==> src/rtl/prog_mem_loader_pkg.sv <==
// Shared definitions for the program-memory loader and the fetch stage.
// The halt encoding lives here so halt injection and load termination agree.
package prog_mem_loader_pkg;

    localparam int          PM_ADDR_W    = 12;
    localparam int          PM_DEPTH     = 1 << PM_ADDR_W;
    localparam int          PM_DATA_W    = 32;
    localparam int          PM_BYTE_W    = 8;
    localparam logic [31:0] PM_HALT_WORD = 32'hFC00_0000;

    typedef enum logic [1:0] {
        ST_IDLE  = 2'd0,
        ST_RECV  = 2'd1,
        ST_WRITE = 2'd2,
        ST_DONE  = 2'd3
    } load_state_t;

endpackage

==> src/rtl/prog_mem_loader_if.sv <==
// Byte-stream input and program-memory write port of the loader.
// slave = loader side, master = stream source / memory / pipeline side.
interface prog_mem_loader_if
    import prog_mem_loader_pkg::*;
#(
    parameter int ADDR_W = PM_ADDR_W
);
    logic                  start;
    logic [PM_BYTE_W-1:0]  in_byte;
    logic                  in_valid;
    logic                  in_ready;
    logic                  mem_we;
    logic [ADDR_W-1:0]     mem_addr;
    logic [PM_DATA_W-1:0]  mem_wdata;
    logic                  stall_db;
    logic                  done;
    logic                  overflow;
    logic [ADDR_W:0]       word_count;

    modport slave (
        input  start, in_byte, in_valid,
        output in_ready, mem_we, mem_addr, mem_wdata,
               stall_db, done, overflow, word_count
    );

    modport master (
        output start, in_byte, in_valid,
        input  in_ready, mem_we, mem_addr, mem_wdata,
               stall_db, done, overflow, word_count
    );

endinterface

==> src/rtl/prog_mem_loader_byte_assembler.sv <==
// Collects four accepted bytes into a big-endian word; the word is presented
// combinationally together with the fourth byte so the loader can latch it.
module prog_mem_loader_byte_assembler
    import prog_mem_loader_pkg::*;
(
    input  logic                 clk,
    input  logic                 rst_n,
    input  logic                 i_accept,
    input  logic                 i_clear,
    input  logic [PM_BYTE_W-1:0] i_byte,
    output logic [PM_DATA_W-1:0] o_word,
    output logic                 o_word_ready
);

    logic [23:0] r_shift;
    logic [1:0]  r_count;

    always_ff @(posedge clk or negedge rst_n) begin
        if (!rst_n) begin
            r_shift <= '0;
            r_count <= '0;
        end else if (i_clear) begin
            r_shift <= '0;
            r_count <= '0;
        end else if (i_accept) begin
            r_shift <= {r_shift[15:0], i_byte};
            r_count <= r_count + 2'd1;
        end
    end

    // Counter wraps after the fourth byte, so the next word starts clean.
    assign o_word       = {r_shift, i_byte};
    assign o_word_ready = i_accept && (r_count == 2'd3);

endmodule

==> src/rtl/prog_mem_loader.sv <==
// Program-memory loader: streams bytes into consecutive words from address 0,
// holding the pipeline in debug stall until a halt word or a full memory.
//
//  state    | meaning
//  ---------+-----------------------------------------------------------
//  ST_IDLE  | no load since reset; waiting for start
//  ST_RECV  | accepting bytes of the current word, pipeline stalled
//  ST_WRITE | one-cycle program-memory write of the assembled word
//  ST_DONE  | load finished (halt or full); stall released, await start
module prog_mem_loader
    import prog_mem_loader_pkg::*;
#(
    parameter int          ADDR_W    = PM_ADDR_W,
    parameter logic [31:0] HALT_WORD = PM_HALT_WORD
)(
    input  logic              clk,
    input  logic              rst_n,
    prog_mem_loader_if.slave  bus
);

    load_state_t          r_state;
    load_state_t          w_next_state;
    logic [ADDR_W-1:0]    r_addr;
    logic [ADDR_W-1:0]    r_mem_addr;
    logic [PM_DATA_W-1:0] r_mem_wdata;
    logic [ADDR_W:0]      r_word_count;
    logic                 r_overflow;

    logic                 w_accept;
    logic                 w_clear;
    logic                 w_advance;
    logic                 w_set_ovf;
    logic [PM_DATA_W-1:0] w_word;
    logic                 w_word_ready;

    assign w_accept = (r_state == ST_RECV) && bus.in_valid;

    prog_mem_loader_byte_assembler u_asm (
        .clk          (clk),
        .rst_n        (rst_n),
        .i_accept     (w_accept),
        .i_clear      (w_clear),
        .i_byte       (bus.in_byte),
        .o_word       (w_word),
        .o_word_ready (w_word_ready)
    );

    always_ff @(posedge clk or negedge rst_n) begin
        if (!rst_n) begin
            r_state <= ST_IDLE;
        end else begin
            r_state <= w_next_state;
        end
    end

    always_comb begin
        w_next_state = r_state;
        w_clear      = 1'b0;
        w_advance    = 1'b0;
        w_set_ovf    = 1'b0;
        case (r_state)
            ST_IDLE, ST_DONE: begin
                if (bus.start) begin
                    w_next_state = ST_RECV;
                    w_clear      = 1'b1;
                end
            end
            ST_RECV: begin
                if (w_word_ready) begin
                    w_next_state = ST_WRITE;
                end
            end
            ST_WRITE: begin
                // Halt has priority: a halt in the last slot is not an overflow.
                if (r_mem_wdata == HALT_WORD) begin
                    w_next_state = ST_DONE;
                end else if (r_addr == {ADDR_W{1'b1}}) begin
                    w_next_state = ST_DONE;
                    w_set_ovf    = 1'b1;
                end else begin
                    w_next_state = ST_RECV;
                    w_advance    = 1'b1;
                end
            end
            default: begin
                w_next_state = ST_IDLE;
            end
        endcase
    end

    always_ff @(posedge clk or negedge rst_n) begin
        if (!rst_n) begin
            r_addr       <= '0;
            r_mem_addr   <= '0;
            r_mem_wdata  <= '0;
            r_word_count <= '0;
            r_overflow   <= 1'b0;
        end else begin
            if (w_clear) begin
                r_addr       <= '0;
                r_word_count <= '0;
                r_overflow   <= 1'b0;
            end
            // Write port registers only change here, so they hold between writes.
            if (w_word_ready) begin
                r_mem_addr  <= r_addr;
                r_mem_wdata <= w_word;
            end
            if (r_state == ST_WRITE) begin
                r_word_count <= r_word_count + 1'b1;
            end
            if (w_advance) begin
                r_addr <= r_addr + 1'b1;
            end
            if (w_set_ovf) begin
                r_overflow <= 1'b1;
            end
        end
    end

    assign bus.in_ready   = (r_state == ST_RECV);
    assign bus.mem_we     = (r_state == ST_WRITE);
    assign bus.mem_addr   = r_mem_addr;
    assign bus.mem_wdata  = r_mem_wdata;
    assign bus.stall_db   = (r_state == ST_RECV) || (r_state == ST_WRITE);
    assign bus.done       = (r_state == ST_DONE);
    assign bus.overflow   = r_overflow;
    assign bus.word_count = r_word_count;

endmodule

==> src/flat_wrapper.sv <==
// flat-port wrapper written by rule: the top's interface ports become plain ports
module prog_mem_loader_flat import prog_mem_loader_pkg::*;
#(
    parameter int          ADDR_W    = PM_ADDR_W,
    parameter logic [31:0] HALT_WORD = PM_HALT_WORD
)
  (clk, rst_n, bus_start, bus_in_byte, bus_in_valid, bus_in_ready, bus_mem_we, bus_mem_addr, bus_mem_wdata, bus_stall_db, bus_done, bus_overflow, bus_word_count);
  prog_mem_loader_if #(.ADDR_W(ADDR_W)) bus_i ();
  input  logic clk;
  input  logic rst_n;
  input wire logic [$bits(bus_i.start)-1:0] bus_start;
  input wire logic [$bits(bus_i.in_byte)-1:0] bus_in_byte;
  input wire logic [$bits(bus_i.in_valid)-1:0] bus_in_valid;
  output wire logic [$bits(bus_i.in_ready)-1:0] bus_in_ready;
  output wire logic [$bits(bus_i.mem_we)-1:0] bus_mem_we;
  output wire logic [$bits(bus_i.mem_addr)-1:0] bus_mem_addr;
  output wire logic [$bits(bus_i.mem_wdata)-1:0] bus_mem_wdata;
  output wire logic [$bits(bus_i.stall_db)-1:0] bus_stall_db;
  output wire logic [$bits(bus_i.done)-1:0] bus_done;
  output wire logic [$bits(bus_i.overflow)-1:0] bus_overflow;
  output wire logic [$bits(bus_i.word_count)-1:0] bus_word_count;
  assign bus_i.start = bus_start;
  assign bus_i.in_byte = bus_in_byte;
  assign bus_i.in_valid = bus_in_valid;
  assign bus_in_ready = bus_i.in_ready;
  assign bus_mem_we = bus_i.mem_we;
  assign bus_mem_addr = bus_i.mem_addr;
  assign bus_mem_wdata = bus_i.mem_wdata;
  assign bus_stall_db = bus_i.stall_db;
  assign bus_done = bus_i.done;
  assign bus_overflow = bus_i.overflow;
  assign bus_word_count = bus_i.word_count;
  prog_mem_loader #(.ADDR_W(ADDR_W), .HALT_WORD(HALT_WORD)) u_core (.clk(clk), .rst_n(rst_n), .bus(bus_i));
endmodule
==> config.mk <==
export PLATFORM = sky130hd
export DESIGN_NAME = prog_mem_loader_flat
export DESIGN_NICKNAME = d
export VERILOG_FILES = /design/src/rtl/prog_mem_loader_pkg.sv /design/src/rtl/prog_mem_loader_if.sv /design/src/rtl/prog_mem_loader_byte_assembler.sv /design/src/rtl/prog_mem_loader.sv /design/src/flat_wrapper.sv
export SDC_FILE = /design/constraint.sdc
export NUM_CORES = 1
export LEC_CHECK = 0
export CAP_MARGIN = 0
export CORE_MARGIN = 5
export CORE_UTILIZATION = 48
export DETAILED_ROUTE_END_ITERATION = 8
export PLACE_DENSITY = 0.74
export RECOVER_POWER = 100
export SETUP_SLACK_MARGIN = 0.4
export SLEW_MARGIN = 20
export SYNTH_ARGS = -nofsm -noshare
export SYNTH_HDL_FRONTEND = slang
export SYNTH_SLANG_ARGS = --single-unit
==> constraint.sdc <==
create_clock -name clk -period 2.5 [get_ports clk]
set_input_delay 0.5 -clock clk [delete_from_list [all_inputs] [get_ports clk]]
set_output_delay 0.5 -clock clk [all_outputs]
set_load 0.1 [all_outputs]
==> flow_summary.toml, run 1 <==
[run_status]
status = "finished, violations left"
violated_checks = "max-capacitance violations, max-slew violations"

[placement]
dp_hpwl_um = 6380
gpl.final_weighted_congestion = 0.791
dpl-instance-area_um2 = 5110
port-buffer-count = 73

[critical_path]
arrival_ps = 1680
cp_num_buf_inv = 3
start_kind = "register"
critical-path-max-stage-delay_ps = 470
required_ps = 2000
r2r-start = "u_core.bus.mem_wdata[10]"
timing.rr.end = "u_core.r_addr[9]"
path_class = "reg2out"
timing.reg2reg.worst_path_depth = 5
worstPathMaxFanout = 4
timing.critical_path.cells = "inv_1 > ha_4 > inv_1 > clkbuf_2"
timing.reg2reg.setup_slack_ps = 330
crit_path_frequent_cell = "sky130_fd_sc_hd__inv_1"
crit_slowest_cell = "sky130_fd_sc_hd__clkbuf_2"
worst_setup_path_end_kind = "output port"
family_of_cells_with_the_greatest_summed_delay_on_the_critical_path = "buffers and inverters"

[flow_run]
maxCapViolCount = 1

[sta]
final.setup_skew_ps = 10.8
maxSlewViolCount = 31
final.setup.tns_ps = 0
maxSlewHeadroom_pct = -15.9
min_period_ps = 2180
post-route-period-util_pct = 87.3
hold-worst-slack_ps = 512
max_clock_freq_mhz = 458
worst_slew_pin_slew_ps = 1740
setup_viol_count_final = 0
finalHoldViolations = 0
grt_setup_unrepaired = "yes"

[cts]
cts_tree = "yes"
cts.root.buffer_cell = "sky130_fd_sc_hd__clkbuf_8"
clkLatencyLatePin_ps = 350
cts_inserted_buffers = 9
cts.clk_slew.worst_paths_ps = 90
longest_clk_path_bufs = 2
ctsHtreeMaxLevel = 3
clock_sink_count = 98

[synthesis]
mappedNetlistNets = 389
synth.mux.area_fraction_pct = 11.9
syn_inst = 371
count_of_different_cell_masters_after_synthesis = 42
dominant_combinational_cell_family_by_area_after_synthesis = "simple AND/OR/NAND/NOR gates"
fraction_of_the_mapped_netlist_area_in_adder_cells_pct = 1.76
synth.avg_cell_area_um2 = 11.5
ys_async_sr_fraction_pct = 100
ys_dominant_reg_cell = "sky130_fd_sc_hd__dfrtp_1"
ys_ff_latch = 98
netlist_area_um2 = 4260
synth-edff-count = 0
synth_seq_area_share_pct = 57.6
synth-compound-area-share_pct = 9.59
yosysWarningCount = 0
synth-xor-area-share_pct = 1.23
synth-simple-area-share_pct = 15.7

[global_route]
grt.overflow.total = 0
grt_antenna_before_repair = 0
vias_in_the_first_global_route = 3227
grt_util_all_layers_pct = 17.3
grt_pass1_wl_um = 15700
grt_max_degree = 41

[worst_hold_path]
number_of_cells_traversed_by_the_worst_hold_path = 1
hold_path_startpoint = "u_core.bus.mem_addr[11]"
hold_class = "reg2reg"
holdPathEnd = "u_core.bus.mem_addr[11]"

[floorplanning]
initial_core_util_pct = 49.0
io_pins = 74
fp.dieW_um = 104
fp.coreArea_um2 = 8680
die-area_um2 = 10800
floorplan.die.height_um = 104
num_rows = 34

[drt]
routed_wirelength_normalized_by_instance_count_um = 16.3
detail_route.iter0.violations = 116
detailedRoute.firstPassIterationCount = 5
drtAntennaViolNets = 0
routed-via-count = 3105
route.detailed.vias_per_inst = 5.50
post-route-drc-count = 0
drt_wl_total_um = 9210

[final_layout]
n_antenna_cell = 0
fin_area_um2 = 5080
nets = 470
flow.area_growth_from_synthesis_pct = 19.3
drive_gt1_share_pct = 27.8
## area by class of cell
type | instances | area, µm²
Clock inverter | 6 | 65.1
Timing Repair Buffer | 85 | 453
Inverter | 5 | 18.8
Fill cell | 801 | 3600
Sequential cell | 98 | 2520
Clock buffer | 10 | 128
Tap cell | 108 | 135
Multi-Input combinational cell | 253 | 1760
## synth_stat cells (all sizes together) (3+ instances only)
cell	count	area [µm²]
nand2	74	278
and4	3	26.3
nor2	6	25.0
buf	9	47.5
dfrtp	98	2450
o21ai	13	65.1
and3	8	50.1
a211o	5	43.8
nor3	5	25.0
nand3	15	75.1
clkbuf	7	26.3
a21oi	27	135
o211ai	3	22.5
ha	6	75.1
xnor2	5	43.8
nor4	6	71.3
o31ai	4	30.0
and2	3	18.8
mux2	44	495
inv	5	18.8
nand4	7	50.1
## registers in the layout, summed over array words and instances (netlist names)
name	count
u_core.bus.mem_addr	12
u_core.r_addr	12
u_core.bus.word_count	13
u_core.u_asm.r_count	2
u_core.bus.mem_wdata	32
u_core.r_state	2
u_core.u_asm.r_shift	24
u_core.bus.overflow	1
## metrics by stage
| step | instances | utilization, % | setup slack, ps |
|---|---|---|---|
| 6_report | 565 | 58.5 | 317 |
| 2_1_floorplan | 371 | - | 352 |
| 3_3_place_gp | 544 | 58.8 | 307 |
| 5_1_grt | 565 | 58.5 | 198 |
| 4_1_cts | 561 | 61.3 | 402 |
| 3_5_place_dp | 544 | 58.8 | 253 |
## repair_timing
action                                  4_1_cts  5_1_grt
pin swaps                                     1        5
resized for setup                             2        3
cloned                                        0        1
setup buffers                                 1        3
hold buffers                                  0        0
endpoints found under the setup margin       10       10
## how the worst max path moves through the flow
stage,from,endpoint,slack [ps],cells after the start
detailed placement,u_core.bus.mem_wdata[6],u_core.r_addr[8],250,5
CTS,u_core.r_addr[0],u_core.r_addr[9],400,6
finish,u_core.r_state[0],bus_stall_db,320,4
global placement,u_core.bus.mem_wdata[6],u_core.r_addr[9],310,5
floorplan,u_core.bus.mem_wdata[10],u_core.r_addr[9],350,6
global route,u_core.bus.mem_wdata[10],u_core.r_addr[9],200,5
## metal layers
metal / GRT usage [%] / wire length (µm) / share of wire [%] / up-vias
met5: 0 / 0 / 0 / -
met3: 3.04 / 354 / 3.8 / 8
met4: 5.64 / 95 / 1.0 / 0
met2: 29.2 / 4580 / 50 / 58
li1: - / - / - / 1480
met1: 22.6 / 4180 / 45 / 1559
## cell usage in the layout (no fill, tap or decap), drive strengths merged, types with 6 or more instances in the layout
master         synthesis  final
ha                     6      6
nand3                 15     15
nand2                 74     74
nand4                  7      7
a21oi                 27     27
dfrtp                 98     98
mux2                  44     44
clkbuf                 7     78
buf                    9      7
and3                   8      8
o21ai                 13     13
nor4                   6      6
inv                    5      6
nor2                   6      6
clkdlybuf4s50          0     10
## kinds of logic (layout without fill, tap and decap cells)
family	Yosys count	count (layout)
and+or+nand+nor	134	134
DFF	98	98
AOI/OAI and AO/OA	61	62
muxes	45	45
buffers and inverters	21	106
adders and majority gates	6	6
xor gates and xnor gates	6	6
Power of run 1 is not shown: default switching activity piles up to over one toggle a cycle in this logic, so the estimate is an artifact.
==> run 2: changes to the inputs <==
--- a/config.mk
+++ b/config.mk
@@ -8,6 +8,7 @@
 export CAP_MARGIN = 0
 export CORE_MARGIN = 5
 export CORE_UTILIZATION = 48
+export CTS_CLUSTER_SIZE = 30
 export DETAILED_ROUTE_END_ITERATION = 8
 export PLACE_DENSITY = 0.74
 export RECOVER_POWER = 100
==> results of run 2 <==
Final layout, timing and power as in run 1 (identical DEF).
Power of run 2 is left out for the same reason.
==> run 3: changes to the inputs <==
--- a/config.mk
+++ b/config.mk
@@ -7,10 +7,10 @@
 export LEC_CHECK = 0
 export CAP_MARGIN = 0
 export CORE_MARGIN = 5
-export CORE_UTILIZATION = 48
+export CORE_UTILIZATION = 47
 export CTS_CLUSTER_SIZE = 30
 export DETAILED_ROUTE_END_ITERATION = 8
-export PLACE_DENSITY = 0.74
+export PLACE_DENSITY = 0.75
 export RECOVER_POWER = 100
 export SETUP_SLACK_MARGIN = 0.4
 export SLEW_MARGIN = 20
==> constraint.sdc (replaced) <==
create_clock -name clk -period 1.87 [get_ports clk]
set_input_delay 0.374 -clock clk [delete_from_list [all_inputs] [get_ports clk]]
set_output_delay 0.374 -clock clk [all_outputs]
set_load 0.1 [all_outputs]
==> run 3 against run 2 <==
- the run ends with negative setup slack left
- global-route usage rose by 9.9 points
- routed wire length is 86% higher
- first-iteration DRC count rose to 2.6 times the previous value
- critical endpoint is now u_core.r_addr[3]
- final area is 38% higher
- core utilization increased by 22 points
- flip-flop and latch count stayed put
- critical path type is now reg2reg
- clock skew up 9.5 ps
- register-to-register slack worse by 620 ps
- final cell count up 14%
- highest routed layer unchanged
- count of clock-buffer cells in the layout fell by 1
- critical path depth up 3
- sequential share of layout area decreased by 14 points
==> flow_summary.toml, run 3 (synthesis gave the netlist of run 1 again) <==
[run_status]
violated_checks = "negative setup slack"
status = "finished, violations left"

[cts]
longest_clk_path_bufs = 2
cts_inserted_buffers = 9
cts.root.buffer_cell = "sky130_fd_sc_hd__clkbuf_8"
clock_sink_count = 98
cts.clk_slew.worst_paths_ps = 110
clkLatencyLatePin_ps = 390
cts_tree = "yes"
ctsHtreeMaxLevel = 3

[final_layout]
layout.cells.most_common = "sky130_fd_sc_hd__dfrtp_1"
nets = 549
largest_register_ffs = 32
highest_count_cells_in_the_layout_ignoring_fill_and_taps = "sky130_fd_sc_hd__dfrtp_1 (67), sky130_fd_sc_hd__nand2_1 (45), sky130_fd_sc_hd__buf_6 (44)"
regArea_um2 = 2520
number_of_fillers_in_the_final_layout = 426
n_antenna_cell = 0
drive_gt1_share_pct = 63.1
multi_input_comb_area_um2 = 2400
flow.area_growth_from_synthesis_pct = 65.0
fin_area_um2 = 7020

[drt]
drtAntennaViolNets = 0
detailedRoute.firstPassIterationCount = 5
route.detailed.vias_per_inst = 6.27
routed_wirelength_normalized_by_instance_count_um = 26.7
drt_wl_total_um = 17200
post-route-drc-count = 0
routed-via-count = 4035
detail_route.iter0.violations = 297

[sta]
post-route-period-util_pct = 115
final.setup_skew_ps = 20.3
worst_slew_pin_slew_ps = 1100
hold-worst-slack_ps = 502
grt_setup_unrepaired = "yes"
finalHoldViolations = 0
timing.final.ws_setup_ps = -285
min_period_ps = 2160
maxSlewViolCount = 0
setup_viol_count_final = 51
maxSlewHeadroom_pct = 26.4
max_clock_freq_mhz = 464

[critical_path]
timing.reg2reg.worst_path_depth = 7
r2r-start = "u_core.bus.mem_wdata[25]"
timing.rr.end = "u_core.r_addr[3]"
critical-path-max-stage-delay_ps = 510
path_class = "reg2reg"
timing.critical_path.cells = "and4b_1 > nand4_1 > buf_4 > o311ai_4 > buf_6 > nor3_2 > a211o_1"
worstPathMaxFanout = 4
required_ps = 2120
crit_slowest_cell = "sky130_fd_sc_hd__dfrtp_4"
worst_setup_path_end_kind = "register"
timing.reg2reg.setup_slack_ps = -290
start_kind = "register"
arrival_ps = 2400

[global_route]
grt_antenna_before_repair = 0
grt_util_all_layers_pct = 27.2
grt.overflow.total = 0
grt_pass1_wl_um = 23700
vias_in_the_first_global_route = 4299
grt_max_degree = 43

[worst_hold_path]
number_of_cells_traversed_by_the_worst_hold_path = 1
hold_path_startpoint = "u_core.bus.word_count[12]"
hold_class = "reg2reg"
holdPathEnd = "u_core.bus.word_count[12]"

[floorplanning]
initial_core_util_pct = 48.6
floorplan.die.height_um = 105
io_pins = 74
fp.dieW_um = 105
die-area_um2 = 11100
fp.coreArea_um2 = 8760
num_rows = 34

[flow_run]
maxCapViolCount = 0

[placement]
dpl-instance-area_um2 = 6320
dp_hpwl_um = 7530
port-buffer-count = 73
gpl.final_weighted_congestion = 0.837

[pwr]
p_leak_nw = 3.46
peakVddDrop_mv = 1.60
totalPowerFinal_mw = 14.0
cell_area_power_density_nw_per_um2 = 2000
## run 3: cell count changes in the layout (fill, tap and decap cells not counted), sizes merged
cell | previous run | this run
clkinvlp | 1 | 2
o311a | 2 | 1
clkbuf | 78 | 53
bufinv | 1 | 0
buf | 7 | 110
dlygate4sd3 | 0 | 1
inv | 6 | 7
## run 3: worst max path at each step
stage / end / from / depth (start not counted) / slack, ps
after floorplan: u_core.r_addr[9] / u_core.bus.mem_wdata[9] / 6 / -280
after global placement: u_core.r_addr[8] / u_core.bus.mem_wdata[5] / 5 / -90
after detailed placement: u_core.r_addr[8] / u_core.bus.mem_wdata[6] / 5 / -160
after CTS: u_core.r_addr[3] / u_core.bus.mem_wdata[14] / 7 / -90
after global routing: u_core.r_addr[3] / u_core.bus.mem_wdata[25] / 7 / -330
final: u_core.r_addr[3] / u_core.bus.mem_wdata[25] / 7 / -290
## run 3: layout make-up
class	instances	area share, %
inverters	5	0.392
clock buffers	9	1.76
repair buffers	165	25.2
flip-flops and latches	98	35.8
clock inverters	7	0.749
well taps	108	1.93
multi-input cells	252	34.2
## run 3: where the power goes
group	leakage [nW]	switching [mW]	internal, mW
combinational	2.11	5.72	3.21
sequential	1.26	0.873	2.88
clock	0.0904	0.853	0.498
## run 3: critical path, delay by kind of cell (launching register included)
family	cells	cell delay, ps
flip-flops	1	510
buffers and inverters	2	370
AO/OA/AOI/OAI	2	620
AND/OR/NAND/NOR	3	510
## run 3: what timing repair did
action,4_1_cts,5_1_grt
gates resized for setup,170,48
pin swaps,40,23
setup endpoints to repair,117,133
cloned,6,1
hold buffers,1,0
setup buffers,18,7
hold endpoints to repair,9,0
## run 3: per-stage QoR
step / setup WS [ps] / instances / util (%) / TNS, ps
final: -285 / 644 / 80.1 / -4960
after global routing: -331 / 644 / 80.1 / -7930
after CTS: -89.7 / 636 / 85.2 / -461
after detailed placement: -162 / 595 / 72.1 / -1190
after global placement: -92.7 / 595 / 72.1 / -532
after floorplan: -277 / 371 / - / -2200
## run 3: metal layers
metal | GRT usage (%) | part of all wire [%] | vias up
met4 | 15.3 | 6.3 | 0
met1 | 31.7 | 37 | 2048
met5 | 0 | 0 | -
li1 | - | - | 1637
met2 | 46.7 | 50 | 260
met3 | 5.43 | 6.8 | 90
Power figures use the tool's default switching activity.
